===== src/rtl/sort_pkg.sv =====
// Shared types, default sizes and the wrap-safe due-time test for the
// sort eject scheduler.
package sort_pkg;

    localparam int DELAY_W_DEF = 24;
    localparam int WIDTH_W_DEF = 16;
    localparam int DEPTH_DEF   = 8;

    typedef enum logic [1:0] {
        IDLE = 2'd0,
        WAIT = 2'd1,
        FIRE = 2'd2
    } sched_state_t;

    // The due time counts as reached when (ts - due) mod 2^w has a clear MSB.
    // This stays correct across counter wrap, provided due is never more
    // than half the counter range ahead of ts.
    function automatic logic due_reached(input logic [63:0] ts,
                                         input logic [63:0] due,
                                         input int          w);
        logic [63:0] diff;
        diff = ts - due;
        return ~diff[w-1];
    endfunction

endpackage


===== src/rtl/sort_eject_scheduler_if.sv =====
// Control, configuration and status bundle of the sort eject scheduler.
// The master side drives detector level and configuration; the slave side
// is the scheduler itself.
interface sort_eject_scheduler_if
    import sort_pkg::*;
#(
    parameter int DELAY_W = DELAY_W_DEF,
    parameter int WIDTH_W = WIDTH_W_DEF,
    parameter int DEPTH   = DEPTH_DEF
);
    logic                     enable;
    logic                     det_in;
    logic [DELAY_W-1:0]       cfg_delay;
    logic [WIDTH_W-1:0]       cfg_pulse_width;
    logic [WIDTH_W-1:0]       cfg_holdoff;
    logic                     clr_sticky;
    logic                     eject_out;
    logic                     busy;
    logic [$clog2(DEPTH):0]   queue_count;
    logic                     overflow_sticky;
    logic                     late_sticky;

    modport master (
        output enable, det_in, cfg_delay, cfg_pulse_width, cfg_holdoff, clr_sticky,
        input  eject_out, busy, queue_count, overflow_sticky, late_sticky
    );

    modport slave (
        input  enable, det_in, cfg_delay, cfg_pulse_width, cfg_holdoff, clr_sticky,
        output eject_out, busy, queue_count, overflow_sticky, late_sticky
    );

endinterface


===== src/rtl/sort_event_fifo.sv =====
// Pending-event queue of due timestamps. First-word-fall-through head,
// pointer-plus-wrap-bit full/empty, and a flush that empties it in one cycle.
// A push into a full queue succeeds when a pop happens in the same cycle.
module sort_event_fifo
    import sort_pkg::*;
#(
    parameter int DEPTH  = DEPTH_DEF,
    parameter int DATA_W = DELAY_W_DEF
) (
    input  logic                    clk_100m,
    input  logic                    rst_n,
    input  logic                    push,
    input  logic                    pop,
    input  logic                    flush,
    input  logic [DATA_W-1:0]       din,
    output logic [DATA_W-1:0]       dout,
    output logic                    full,
    output logic                    empty,
    output logic [$clog2(DEPTH):0]  count
);
    localparam int AW = $clog2(DEPTH);

    logic [DATA_W-1:0] mem [DEPTH];
    logic [AW:0]       wr_ptr;
    logic [AW:0]       rd_ptr;
    logic              do_push;
    logic              do_pop;

    assign empty   = (wr_ptr == rd_ptr);
    assign full    = (wr_ptr[AW] != rd_ptr[AW]) && (wr_ptr[AW-1:0] == rd_ptr[AW-1:0]);
    assign count   = wr_ptr - rd_ptr;
    assign dout    = mem[rd_ptr[AW-1:0]];
    assign do_pop  = pop && !empty;
    assign do_push = push && (!full || do_pop);

    // Advance pointers; flush empties the queue and overrides push/pop.
    always_ff @(posedge clk_100m or negedge rst_n) begin
        // NOTE: state registers use non-blocking assignment so every flop
        // samples pre-edge values, independent of block evaluation order.
        if (!rst_n) begin
            wr_ptr <= '0;
            rd_ptr <= '0;
        end else if (flush) begin
            wr_ptr <= '0;
            rd_ptr <= '0;
        end else begin
            if (do_push) wr_ptr <= wr_ptr + (AW+1)'(1);
            if (do_pop)  rd_ptr <= rd_ptr + (AW+1)'(1);
        end
    end

    // Store pushed due times.
    always_ff @(posedge clk_100m) begin
        // NOTE: storage is deliberately not reset; the pointers define which
        // entries are valid, and an unreset array maps onto plain RAM.
        if (do_push && !flush) mem[wr_ptr[AW-1:0]] <= din;
    end

endmodule


===== src/rtl/sort_eject_scheduler.sv =====
// Turns detector rising edges into delayed, fixed-width ejector pulses.
// Each accepted edge queues due = ts + min(cfg_delay, 2^(DELAY_W-1)-1),
// computed on the cycle after acceptance; a three-state FSM fires the queue
// head once its due time is reached.
module sort_eject_scheduler
    import sort_pkg::*;
#(
    parameter int DELAY_W = DELAY_W_DEF,
    parameter int WIDTH_W = WIDTH_W_DEF,
    parameter int DEPTH   = DEPTH_DEF
) (
    input  logic                     clk_100m,
    input  logic                     rst_n,
    sort_eject_scheduler_if.slave    bus
);
    localparam logic [DELAY_W-1:0] MAX_DELAY = {1'b0, {(DELAY_W-1){1'b1}}};

    logic [DELAY_W-1:0]      ts;
    logic [DELAY_W-1:0]      eff_delay;
    logic [DELAY_W-1:0]      head_due;
    logic                    det_d;
    logic                    det_edge;
    logic                    accept;
    logic                    push_req;
    logic [WIDTH_W-1:0]      holdoff_cnt;
    logic [WIDTH_W-1:0]      width_cnt;
    sched_state_t            state;
    logic                    wait_first;
    logic                    reached;
    logic                    fifo_pop;
    logic                    fifo_full;
    logic                    fifo_empty;
    logic [$clog2(DEPTH):0]  fifo_count;
    logic                    overflow_set;
    logic                    late_set;
    logic                    eject_q;
    logic                    overflow_q;
    logic                    late_q;

    assign det_edge  = bus.det_in & ~det_d;
    assign accept    = det_edge & bus.enable & (holdoff_cnt == '0);
    assign eff_delay = (bus.cfg_delay > MAX_DELAY) ? MAX_DELAY : bus.cfg_delay;
    assign reached   = due_reached(64'(ts), 64'(head_due), DELAY_W);

    assign fifo_pop     = bus.enable && (state == WAIT) && !fifo_empty && reached;
    assign overflow_set = bus.enable && push_req && fifo_full && !fifo_pop;
    assign late_set     = fifo_pop && wait_first && (ts != head_due);

    sort_event_fifo #(
        .DEPTH  (DEPTH),
        .DATA_W (DELAY_W)
    ) u_fifo (
        .clk_100m (clk_100m),
        .rst_n    (rst_n),
        .push     (push_req),
        .pop      (fifo_pop),
        .flush    (!bus.enable),
        .din      (ts + eff_delay),
        .dout     (head_due),
        .full     (fifo_full),
        .empty    (fifo_empty),
        .count    (fifo_count)
    );

    // Free-running timestamp, wraps mod 2^DELAY_W and ignores enable.
    always_ff @(posedge clk_100m or negedge rst_n) begin
        if (!rst_n) ts <= '0;
        else        ts <= ts + DELAY_W'(1);
    end

    // Edge detect history, holdoff window and the one-cycle push request.
    always_ff @(posedge clk_100m or negedge rst_n) begin
        if (!rst_n) begin
            det_d       <= 1'b0;
            holdoff_cnt <= '0;
            push_req    <= 1'b0;
        end else begin
            det_d    <= bus.det_in;
            push_req <= accept;
            if (!bus.enable)              holdoff_cnt <= '0;
            else if (accept)              holdoff_cnt <= bus.cfg_holdoff;
            else if (holdoff_cnt != '0)   holdoff_cnt <= holdoff_cnt - WIDTH_W'(1);
        end
    end

    // Firing FSM with registered eject output; disable aborts to IDLE.
    always_ff @(posedge clk_100m or negedge rst_n) begin
        if (!rst_n) begin
            state      <= IDLE;
            eject_q    <= 1'b0;
            width_cnt  <= '0;
            wait_first <= 1'b0;
        end else if (!bus.enable) begin
            state      <= IDLE;
            eject_q    <= 1'b0;
            width_cnt  <= '0;
            wait_first <= 1'b0;
        end else begin
            case (state)
                IDLE: begin
                    if (!fifo_empty) begin
                        state      <= WAIT;
                        wait_first <= 1'b1;
                    end
                end
                WAIT: begin
                    wait_first <= 1'b0;
                    if (fifo_pop) begin
                        state     <= FIRE;
                        eject_q   <= 1'b1;
                        width_cnt <= (bus.cfg_pulse_width == '0) ? WIDTH_W'(1)
                                                                 : bus.cfg_pulse_width;
                    end
                end
                FIRE: begin
                    if (width_cnt <= WIDTH_W'(1)) begin
                        state   <= IDLE;
                        eject_q <= 1'b0;
                    end else begin
                        width_cnt <= width_cnt - WIDTH_W'(1);
                    end
                end
                default: begin
                    state   <= IDLE;
                    eject_q <= 1'b0;
                end
            endcase
        end
    end

    // Sticky status; a same-cycle set beats clr_sticky.
    always_ff @(posedge clk_100m or negedge rst_n) begin
        if (!rst_n) begin
            overflow_q <= 1'b0;
            late_q     <= 1'b0;
        end else begin
            if (overflow_set)        overflow_q <= 1'b1;
            else if (bus.clr_sticky) overflow_q <= 1'b0;
            if (late_set)            late_q <= 1'b1;
            else if (bus.clr_sticky) late_q <= 1'b0;
        end
    end

    assign bus.eject_out       = eject_q;
    assign bus.busy            = (state != IDLE) || !fifo_empty;
    assign bus.queue_count     = fifo_count;
    assign bus.overflow_sticky = overflow_q;
    assign bus.late_sticky     = late_q;

endmodule


===== src/flat_wrapper.sv =====
// flat-port wrapper written by rule: the top's interface ports become plain ports
module sort_eject_scheduler_flat import sort_pkg::*;
#(
    parameter int DELAY_W = DELAY_W_DEF,
    parameter int WIDTH_W = WIDTH_W_DEF,
    parameter int DEPTH   = DEPTH_DEF
)
  (clk_100m, rst_n, bus_enable, bus_det_in, bus_cfg_delay, bus_cfg_pulse_width, bus_cfg_holdoff, bus_clr_sticky, bus_eject_out, bus_busy, bus_queue_count, bus_overflow_sticky, bus_late_sticky);
  sort_eject_scheduler_if #(.DELAY_W(DELAY_W), .WIDTH_W(WIDTH_W), .DEPTH(DEPTH)) bus_i ();
  input  logic clk_100m;
  input  logic rst_n;
  input wire logic [$bits(bus_i.enable)-1:0] bus_enable;
  input wire logic [$bits(bus_i.det_in)-1:0] bus_det_in;
  input wire logic [$bits(bus_i.cfg_delay)-1:0] bus_cfg_delay;
  input wire logic [$bits(bus_i.cfg_pulse_width)-1:0] bus_cfg_pulse_width;
  input wire logic [$bits(bus_i.cfg_holdoff)-1:0] bus_cfg_holdoff;
  input wire logic [$bits(bus_i.clr_sticky)-1:0] bus_clr_sticky;
  output wire logic [$bits(bus_i.eject_out)-1:0] bus_eject_out;
  output wire logic [$bits(bus_i.busy)-1:0] bus_busy;
  output wire logic [$bits(bus_i.queue_count)-1:0] bus_queue_count;
  output wire logic [$bits(bus_i.overflow_sticky)-1:0] bus_overflow_sticky;
  output wire logic [$bits(bus_i.late_sticky)-1:0] bus_late_sticky;
  assign bus_i.enable = bus_enable;
  assign bus_i.det_in = bus_det_in;
  assign bus_i.cfg_delay = bus_cfg_delay;
  assign bus_i.cfg_pulse_width = bus_cfg_pulse_width;
  assign bus_i.cfg_holdoff = bus_cfg_holdoff;
  assign bus_i.clr_sticky = bus_clr_sticky;
  assign bus_eject_out = bus_i.eject_out;
  assign bus_busy = bus_i.busy;
  assign bus_queue_count = bus_i.queue_count;
  assign bus_overflow_sticky = bus_i.overflow_sticky;
  assign bus_late_sticky = bus_i.late_sticky;
  sort_eject_scheduler #(.DELAY_W(DELAY_W), .WIDTH_W(WIDTH_W), .DEPTH(DEPTH)) u_core (.clk_100m(clk_100m), .rst_n(rst_n), .bus(bus_i));
endmodule

===== config.mk =====
export PLATFORM = sky130hd
export DESIGN_NAME = sort_eject_scheduler_flat
export DESIGN_NICKNAME = d
export VERILOG_FILES = /design/src/rtl/sort_pkg.sv /design/src/rtl/sort_eject_scheduler_if.sv /design/src/rtl/sort_event_fifo.sv /design/src/rtl/sort_eject_scheduler.sv /design/src/flat_wrapper.sv
export SDC_FILE = /design/constraint.sdc
export NUM_CORES = 1
export LEC_CHECK = 0
export BUFFER_PORTS_ARGS = -buffer_cell sky130_fd_sc_hd__clkbuf_2
export CORE_MARGIN = 8
export CORE_UTILIZATION = 40
export CTS_BUF_LIST = sky130_fd_sc_hd__clkbuf_4 sky130_fd_sc_hd__clkbuf_8
export DETAILED_ROUTE_END_ITERATION = 8
export HOLD_SLACK_MARGIN = 0.05
export SYNTH_ARGS = -nofsm -noshare
export SYNTH_HDL_FRONTEND = slang
export SYNTH_SLANG_ARGS = --single-unit

===== constraint.sdc =====
create_clock -name clk_100m -period 11.1 [get_ports clk_100m]
set_input_delay 2.22 -clock clk_100m [delete_from_list [all_inputs] [get_ports clk_100m]]
set_output_delay 2.22 -clock clk_100m [all_outputs]
set_load 0.02 [all_outputs]

* Word level (Yosys, flattened, before mapping)
Memories as Yosys holds them, arrays and structs flattened.
Cells that the tools add are included.
** Storage, ports and cells
- Output and inout bits :: 8
- Register bits after elaboration :: 72
- Bits of input ports :: 61
- Memory bits (writable) :: 192
- Memories :: 1
** Memory list
- u_core.u_fifo.mem :: words 8, bits a word 24, read ports 1, clocked after memory_dff 0, wr ports 1, RTL line sort_event_fifo.sv:23 : logic [DATA_W-1:0] mem [DEPTH];
** Cells by class
- Eq/ne operators :: 16
- Add/sub/neg operators :: 8
- Bitwise gates (word level) :: 5
- Reduce and logical (&&, ||, !) cells :: 28
- $lt $le $gt $ge :: 2
- Multiplexer cells :: 30
** Operators with widths (count)
- 16-bit 2-to-1 mux :: 7
- 16-bit logical NOT :: 2
- 16-bit one-hot mux with 2 select lines :: 1
- 16-bit by 1-bit subtractor with 16-bit output, second input constant :: 2
- 24-bit by 1-bit adder with 24-bit output, second input constant :: 1
- 24-bit adder :: 1
- 24-bit by 23-bit greater-than comparator with 1-bit output, second input constant :: 1
- 24-bit 2-to-1 mux :: 1
- 24-bit != test :: 1
- 24-bit subtractor :: 1
- 16-bit by 1-bit less-or-equal comparator with 1-bit output, second input constant :: 1
- 4-bit 2-to-1 mux :: 4
- 16-bit nonzero test :: 1
- 1-bit logical AND :: 12
- 1-bit 2-to-1 mux :: 10
- 3-bit by 1-bit != test with 1-bit output, second input constant :: 3
- 3-bit AND reduction :: 3
- 4-bit by 1-bit adder with 4-bit output, second input constant :: 2
- 2-bit 2-to-1 mux :: 4
- 3-bit by 2-bit != test with 1-bit output, second input constant :: 2
- 3-bit != test, second input constant :: 2
- 2-bit one-hot mux with 3 select lines :: 1
- 2-bit nonzero test :: 3
- 4-bit == test :: 1
- other kinds (15) :: 22

* Longest topological paths before layout
Gate-level depths: netlist of run 1.
- Depth in word-level cells :: 10
- Depth in mapped cells :: 15

* Hierarchy
From an unflattened synthesis of run 1, not the netlist that was laid out.
** Second synthesis, totals
- Cell total of the unflattened synthesis :: 1033
- Area, all modules :: 13121.3 sq um
** By module, submodules not included
- sort_event_fifo :: times used 1, cells an instance 400, area each 7823.8 sq um
- sort_eject_scheduler :: times used 1, cells an instance 633, area each 5297.6 sq um

* Least setup slack after synthesis of run 1
Ideal clock, no wire load.
- Path kind :: reg-to-reg
- Start point :: register u_core.u_fifo.rd_ptr[0]
- End point :: memory u_core.u_fifo.mem[2][0] (netlist bit), enable pin
- Period minus slack after synthesis :: 6.385 ns
- Cell stages (with the launch flop) :: 15
- Path slack :: 4.715 ns
- Data arrival time :: 5.919 ns
- Setup time :: 0.466 ns
- Required time :: 10.634 ns
- Path buffers :: 3
- Cell sequence :: dfrtp_1 buf_6 buf_2 buf_1 mux4_2 mux2i_1 ha_1 a21o_1 a21o_1 a21oi_1 o21ai_0 a221oi_2 mux2_4 nor3_4 nor4_1
** On the way
- Longest elaborated chain between the ends :: 10
** Ends and longest elaborated chain
- start, declared :: RTL line sort_event_fifo.sv:25 : logic [AW:0] rd_ptr;
- start signal, assigned :: RTL line sort_event_fifo.sv:48 : if (do_pop) rd_ptr <= rd_ptr + (AW+1)'(1);
- memory read 8 x 24 bit or 4-bit == test (tied branches)
- 24-bit subtractor or 1-bit logical NOT (tied branches) :: RTL line sort_pkg.sv:22, sort_event_fifo.sv:33, sort_eject_scheduler.sv:45
- 1-bit inverter or 1-bit logical AND (tied branches) :: RTL line sort_pkg.sv:23, sort_eject_scheduler.sv:45
- 1-bit logical AND :: RTL line sort_eject_scheduler.sv:45 : assign fifo_pop = bus.enable && (state == WAIT) && !fifo_empty && reached;
- 1-bit logical AND :: RTL line sort_event_fifo.sv:33 : assign do_pop = pop && !empty;
- 1-bit logical OR * :: RTL line sort_event_fifo.sv:34 : assign do_push = push && (!full || do_pop);
- 1-bit logical AND * :: RTL line sort_event_fifo.sv:34
- 1-bit logical AND * :: RTL line sort_event_fifo.sv:56 : if (do_push && !flush) mem[wr_ptr[AW-1:0]] <= din;
- 1-bit 2-to-1 mux * :: RTL line sort_event_fifo.sv:56
- 1-bit 2-to-1 mux (implied by the code) * :: RTL line sort_event_fifo.sv:56
- end, declared :: RTL line sort_event_fifo.sv:23
Every way passes the cells marked *; elsewhere a longest branch is shown, timed or not.

* Worst setup path in the final report of run 1
- Start point :: register u_core.u_fifo.rd_ptr[0]
- End point :: memory u_core.u_fifo.mem[0][15] (netlist bit), enable pin
Same word-level chain as after synthesis.

==> results.tsv, run 1 <==
metric	value	unit
P_leak	0.00571	uW
r2r worst-path depth	13	
worst skew pair latency	570	ps
fillers	2829	
setup TNS	0	ps
most frequent cells in the layout	edfxtp_1 (192), nor2_1 (71), dfrtp_1 (70)	
Area growth, synth to finish	13.2	%
post-route ant nets	0	
hold buffers post-CTS	0	
kind of critical path	reg -> reg	
first-pass GRT wire length	46800	microns
htree depth	2	
layout cells sized above 1	0.235	
Peak Freq	0.184	GHz
via count	8056	
final wirelength	29500	microns
PortBufs	68	
final setup vio count	0	
Post-synth EDFFs	192	
Max-slew headroom	0.326	
Yosys top cell area share	0.448	
initial antenna violation count	0	
core area	0.0316	sq mm
worst slew pin tran	1010	ps
DP HPWL	18700	microns
min-delay src	u_core.state[1]	
Min-Delay Path Depth	1	
fin nets	1149	
drt first-iter violations	466	
CP Capture Type	register	
commonest non-fill, non-tap cell in the layout	edfxtp_1	
required time worst endpoint	11340	ps
Synth Area per Inst	13.7	sq um
Final Wtd Congestion	0.842	
register area share after synthesis	0.588	
Critical R2R Launch	u_core.u_fifo.rd_ptr[0]	
met2 usage	0.243	
Die Wd	195	microns
main flop type after synthesis	edfxtp_1	
row cnt	65	
vias in the first global route	8227	
antenna diode count	0	
synth warn	0	
maximum clock path buffer count	3	
FFs w/ async S/R, synth	0.273	
Hold Crit Class	reg -> reg	
RSZ-0062 raised after global routing	false	
Worst Setup SP	u_core.u_fifo.rd_ptr[0]	
post-synth cell types	69	
gr busiest metal	met2	
GR Overflow Total	0	
Final Max Slew Viols	0	
CTS tree	done	
wire per inst	20.1	microns
CP arrival	5680	ps
Tcrit/Tclk final	0.490	
die area	0.0382	sq mm
grt met1 use	0.218	
peak supply drop	0.000109	V
setup bufs post-CTS	0	
Mapped Area	0.0129	sq mm
met3 Use GR	0.0303	
Die Y-Extent	195	microns
Total GRT Usage	0.155	
PostCTS Resize Cnt	0	
outcome	completed	
total power	2160	uW
worst-path fanout max	27	
Num CTS Buffers	43	
largest net degree at the start of global routing	73	
I/O pin cnt	69	
ranking of synthesized cells by area	edfxtp_1 (45%), dfrtp_1 (14%), mux4_2 (8.4%)	
clock sinks	264	
Starting Density	0.407	
Synth Instances	939	
shortest period the worst path allows	5440	ps
skew final	31.9	ps
Clk Tree Root Cell	clkbuf_8	
Seq cells post-synth	264	
PwrDens	148	mW/mm^2
# DRC	0	
via/cell ratio	5.49	
most area-hungry cell type in the Yosys netlist	edfxtp_1	
Worst-path clk slew	50	ps
Final Hold Viols	0	
max-cap violation count	0	
DRT Pass-1 Iters	5	
syn nets	1057	
Setup crit start kind	register	
[state kept, by name, summed over array words and instances (netlist names)]
| register | flops |
|---|---|
| u_core.u_fifo.mem | 192 |
| u_core.ts | 24 |
| u_core.holdoff_cnt | 16 |
| u_core.width_cnt | 16 |
| u_core.u_fifo.rd_ptr | 4 |
| u_core.u_fifo.wr_ptr | 4 |
| u_core.state | 2 |
| u_core.bus.eject_out | 1 |
| u_core.bus.late_sticky | 1 |
| u_core.bus.overflow_sticky | 1 |
| u_core.det_d | 1 |
| u_core.push_req | 1 |
| u_core.wait_first | 1 |
[layout make-up]
type | instances | area [sq um] | share of cell area
clock buffer | 67 | 785 | 0.0538
inverter | 29 | 109 | 0.00747
sequential | 264 | 7570 | 0.520
tap | 402 | 503 | 0.0345
multi-input combinational | 612 | 5090 | 0.349
clock inverter | 13 | 73.8 | 0.00506
timing repair buffer | 81 | 440 | 0.0302
[logic make-up (layout without fill, tap and decap cells)]
| logic type | after synthesis | in the layout | synth area share |
|---|---|---|---|
| AO/OA/AOI/OAI | 162 | 162 | 0.0864 |
| XOR/XNOR | 57 | 57 | 0.0388 |
| adder cells (fa/ha/maj) | 57 | 57 | 0.0565 |
| buffers and inverters | 63 | 190 | 0.0200 |
| flip-flops | 264 | 264 | 0.588 |
| multiplexers | 76 | 76 | 0.107 |
| AND/OR/NAND/NOR | 260 | 260 | 0.104 |
[synthesized netlist by cell type, drive strengths merged, types with 13 or more instances]
master,number
edfxtp,192
nor2,73
nand2,46
mux4,48
xnor2,41
a21o,20
o21ai,21
nor3,28
dfrtp,72
clkbuf,24
a211oi,16
or2,25
nand4,17
inv,28
nor4,13
mux2i,27
nand3,18
xor2,16
a21oi,46
ha,55
[stage by stage]
stage,hold slack (ps),std cells,instance area [sq um],setup slack [ps],utilization
5_1_grt,524,1468,14600,5260,0.461
3_5_place_dp,487,1388,13700,5240,0.434
4_1_cts,495,1468,14600,5630,0.461
6_report,493,1468,14600,5660,0.461
3_3_place_gp,477,1388,13700,5400,0.434
2_1_floorplan,449,939,12900,4710,-
[worst paths after layout]
| path | end | slack [ps] |
|---|---|---|
| setup / recovery | u_core.u_fifo.mem[0][15] | 5660 |
| hold / removal | u_core.state[0] | 490 |
| setup reg to reg | u_core.u_fifo.mem[0][15] | 5660 |
| hold reg to reg | u_core.state[0] | 490 |
| max in group asynchronous | u_core.u_fifo.rd_ptr[0] | 8490 |
| min in group asynchronous | u_core.det_d | 1830 |
[metal layers]
metal	share of wire	up-vias
li1	-	3812
met4	0.018	0
met2	0.46	153
met3	0.042	43
met1	0.48	4048
met5	0	-
[worst max-delay path, cell delays in order (launching register included)]
cell	delay, ps
dfrtp_4	760
buf_4	570
mux4_2	570
mux2i_1	160
ha_1	260
a21o_1	160
a21o_1	170
a21oi_1	200
o21ai_1	130
a221oi_2	590
mux2i_4	830
nand2_1	160
and4_1	240
buf_4	280
[power breakdown]
group | internal, uW | switching (uW)
clock network | 454 | 383
logic | 87.7 | 116
registers | 1100 | 23.1
total | 1640 | 523
Note: power is estimated with default switching activity, not from simulation.
==> run 2: changes to the inputs <==
ABC_AREA = 1   (was default)
clock period = 5.1 ns   (was 11.1 ns; I/O delays follow)
==> results.tsv, run 2 <==
metric	value	unit
outcome	completed	
PortBufs	68	
Synth Instances	1300	
worst slew pin tran	879	ps
Adder-Cell Fraction of Synth Area	0.0546	
Worst Setup SP	u_core.u_fifo.rd_ptr[0]	
main flop type after synthesis	edfxtp_1	
Worst-path clk slew	60	ps
Tcrit/Tclk final	0.874	
setup TNS	0	ps
mux contribution to synthesized area	0.000751	
PostCTS Resize Cnt	0	
skew final	32.9	ps
row cnt	67	
CP Capture Type	register	
shortest period the worst path allows	4460	ps
XOR/XNOR share of the synthesized area	0.0427	
CP endpoint	u_core.u_fifo.mem[1][19]	
largest net degree at the start of global routing	73	
Synth Area in Simple Gates	0.163	
htree depth	2	
FF/Latch Area	0.00757	sq mm
fillers	3259	
Synth Area per Inst	10.3	sq um
DRT Pass-1 Iters	5	
largest family of logic cells by synthesized area	simple AND/OR/NAND/NOR gates	
r2r worst-path depth	19	
final wirelength	33800	microns
syn nets	1418	
r2r setup slk	640	ps
first-pass GRT wire length	54200	microns
ranking of synthesized cells by area	edfxtp_1 (43%), dfrtp_1 (14%), o21ai_0 (5.7%)	
RSZ-0062 raised after global routing	false	
Final Hold Viols	0	
fin nets	1510	
Die Y-Extent	199	microns
CTS tree	done	
antenna diode count	0	
Setup crit start kind	register	
layout cells sized above 1	0.173	
Starting Density	0.401	
post-synth cell types	54	
worst-path fanout max	46	
max FFs per register	192	
hold buffers post-CTS	0	
Clk Tree Root Cell	clkbuf_8	
count leader, synth	edfxtp_1	
peak supply drop	0.000284	V
Die Wd	199	microns
clock sinks	264	
kind of critical path	reg -> reg	
P_leak	0.00624	uW
post-layout util	0.460	
Seq cells post-synth	264	
Max-slew headroom	0.410	
final setup vio count	0	
GR Overflow Total	0	
drt first-iter violations	727	
Yosys top cell area share	0.433	
Mapped Area	0.0133	sq mm
Critical R2R Launch	u_core.u_fifo.rd_ptr[0]	
most area-hungry cell type in the Yosys netlist	edfxtp_1	
compound-gate portion of the synthesized area	0.130	
most frequent cells after synthesis	edfxtp_1 (192), nor2_1 (177), nand2_1 (167), o21ai_0 (153), inv_1 (82)	
setup bufs post-CTS	0	
vias in the first global route	9937	
worst r2r dst	u_core.u_fifo.mem[1][19]	
most frequent cells in the layout	edfxtp_1 (192), nor2_1 (172), nand2_1 (167)	
die area	0.0394	sq mm
Final Max Slew Viols	0	
via count	9772	
via/cell ratio	5.21	
Final Wtd Congestion	0.853	
required time worst endpoint	5340	ps
PwrDens	420	mW/mm^2
synth warn	0	
post-route ant nets	0	
# DRC	0	
CP arrival	4700	ps
I/O pin cnt	69	
Area growth, synth to finish	14.7	%
register area share after synthesis	0.568	
worst skew pair latency	560	ps
Peak Freq	0.224	GHz
Hold Crit Class	in -> async	
area occupied by multi-input gates	0.00524	sq mm
core area	0.0332	sq mm
Total GRT Usage	0.173	
initial antenna violation count	0	
DP HPWL	23400	microns
Post-synth EDFFs	192	
FFs w/ async S/R, synth	0.273	
max-cap violation count	0	
wire per inst	18.0	microns
maximum clock path buffer count	3	
Num CTS Buffers	46	
commonest non-fill, non-tap cell in the layout	edfxtp_1	
## run 2: cell count changes in the layout (fill, tap and decap cells not counted), moves of 13 or more
cell | before | now
inv_1 | 27 | 82
o22ai_1 | 4 | 30
nand2_1 | 46 | 167
mux2i_1 | 26 | 1
o221ai_1 | 1 | 22
mux4_2 | 48 | 0
a211oi_1 | 16 | 3
o21ai_0 | 18 | 153
xor2_1 | 16 | 38
xnor2_1 | 41 | 27
nor2_1 | 71 | 172
a21o_1 | 20 | 6
nand3_1 | 18 | 40
## run 2: report_power, final
group          total (uW)  switching, uW  leakage, uW  internal, uW
combinational        1730           1120      0.00303           611
sequential           2560            125      0.00268          2440
clock                2120            880     0.000527          1240
total                6420           2120      0.00624          4300
## run 2: cell families (layout without fill, tap and decap cells)
group,after synthesis,in the layout
AO/OA/AOI/OAI,294,294
XOR/XNOR,65,65
adder cells (fa/ha/maj),57,57
buffers and inverters,137,265
flip-flops,264,264
multiplexers,1,1
AND/OR/NAND/NOR,482,482
## run 2: per-layer routing
| layer | wire [microns] | vias up | GRT usage |
|---|---|---|---|
| met5 | 0 | - | 0 |
| met4 | 577 | 0 | 0.0450 |
| li1 | - | 4767 | - |
| met2 | 16100 | 216 | 0.287 |
| met3 | 1520 | 44 | 0.0276 |
| met1 | 15600 | 4745 | 0.235 |
## run 2: worst min path at each step
stage               slack [ps]                 from                  end  cells past startpoint
floorplan                  450  u_core.width_cnt[1]  u_core.width_cnt[1]                      2
global placement           470  u_core.width_cnt[1]  u_core.width_cnt[1]                      2
detailed placement         490  u_core.width_cnt[1]  u_core.width_cnt[1]                      2
CTS                        400                rst_n         u_core.ts[0]                      1
global route               410                rst_n         u_core.ts[0]                      1
finish                     410                rst_n         u_core.ts[0]                      1
## run 2: worst max-delay path: stages, from the launching register on
cell	delay, ps
dfrtp_2	610
inv_4	430
buf_12	260
o21ai_0	110
o221ai_1	170
o21ai_0	150
ha_1	320
nand2_1	50
nor2_1	160
nand2_1	120
nor2_1	240
nand2_1	150
nand2_1	80
nor2_1	40
nand2_2	70
nand3_4	130
nand2_2	170
nand2_1	160
nor3_2	440
buf_12	250
## run 2: stage by stage
step | std cells | total power (uW) | cell area (sq um) | worst slack (ps) | hold WS, ps
finish | 1876 | 6420 | 15300 | 642 | 413
global route | 1876 | 6830 | 15300 | 239 | 408
CTS | 1876 | 6480 | 15300 | 562 | 402
detailed placement | 1792 | 4340 | 14300 | 567 | 491
global placement | 1792 | 4310 | 14300 | 601 | 474
floorplan | 1300 | 3870 | 13300 | 307 | 453
## run 2: area by class of cell
class,count,area share
Sequential cell,264,0.495
Multi-Input combinational cell,899,0.343
Clock buffer,57,0.0472
Timing Repair Buffer,91,0.0370
Tap cell,448,0.0367
Inverter,90,0.0223
Clock inverter,27,0.0188
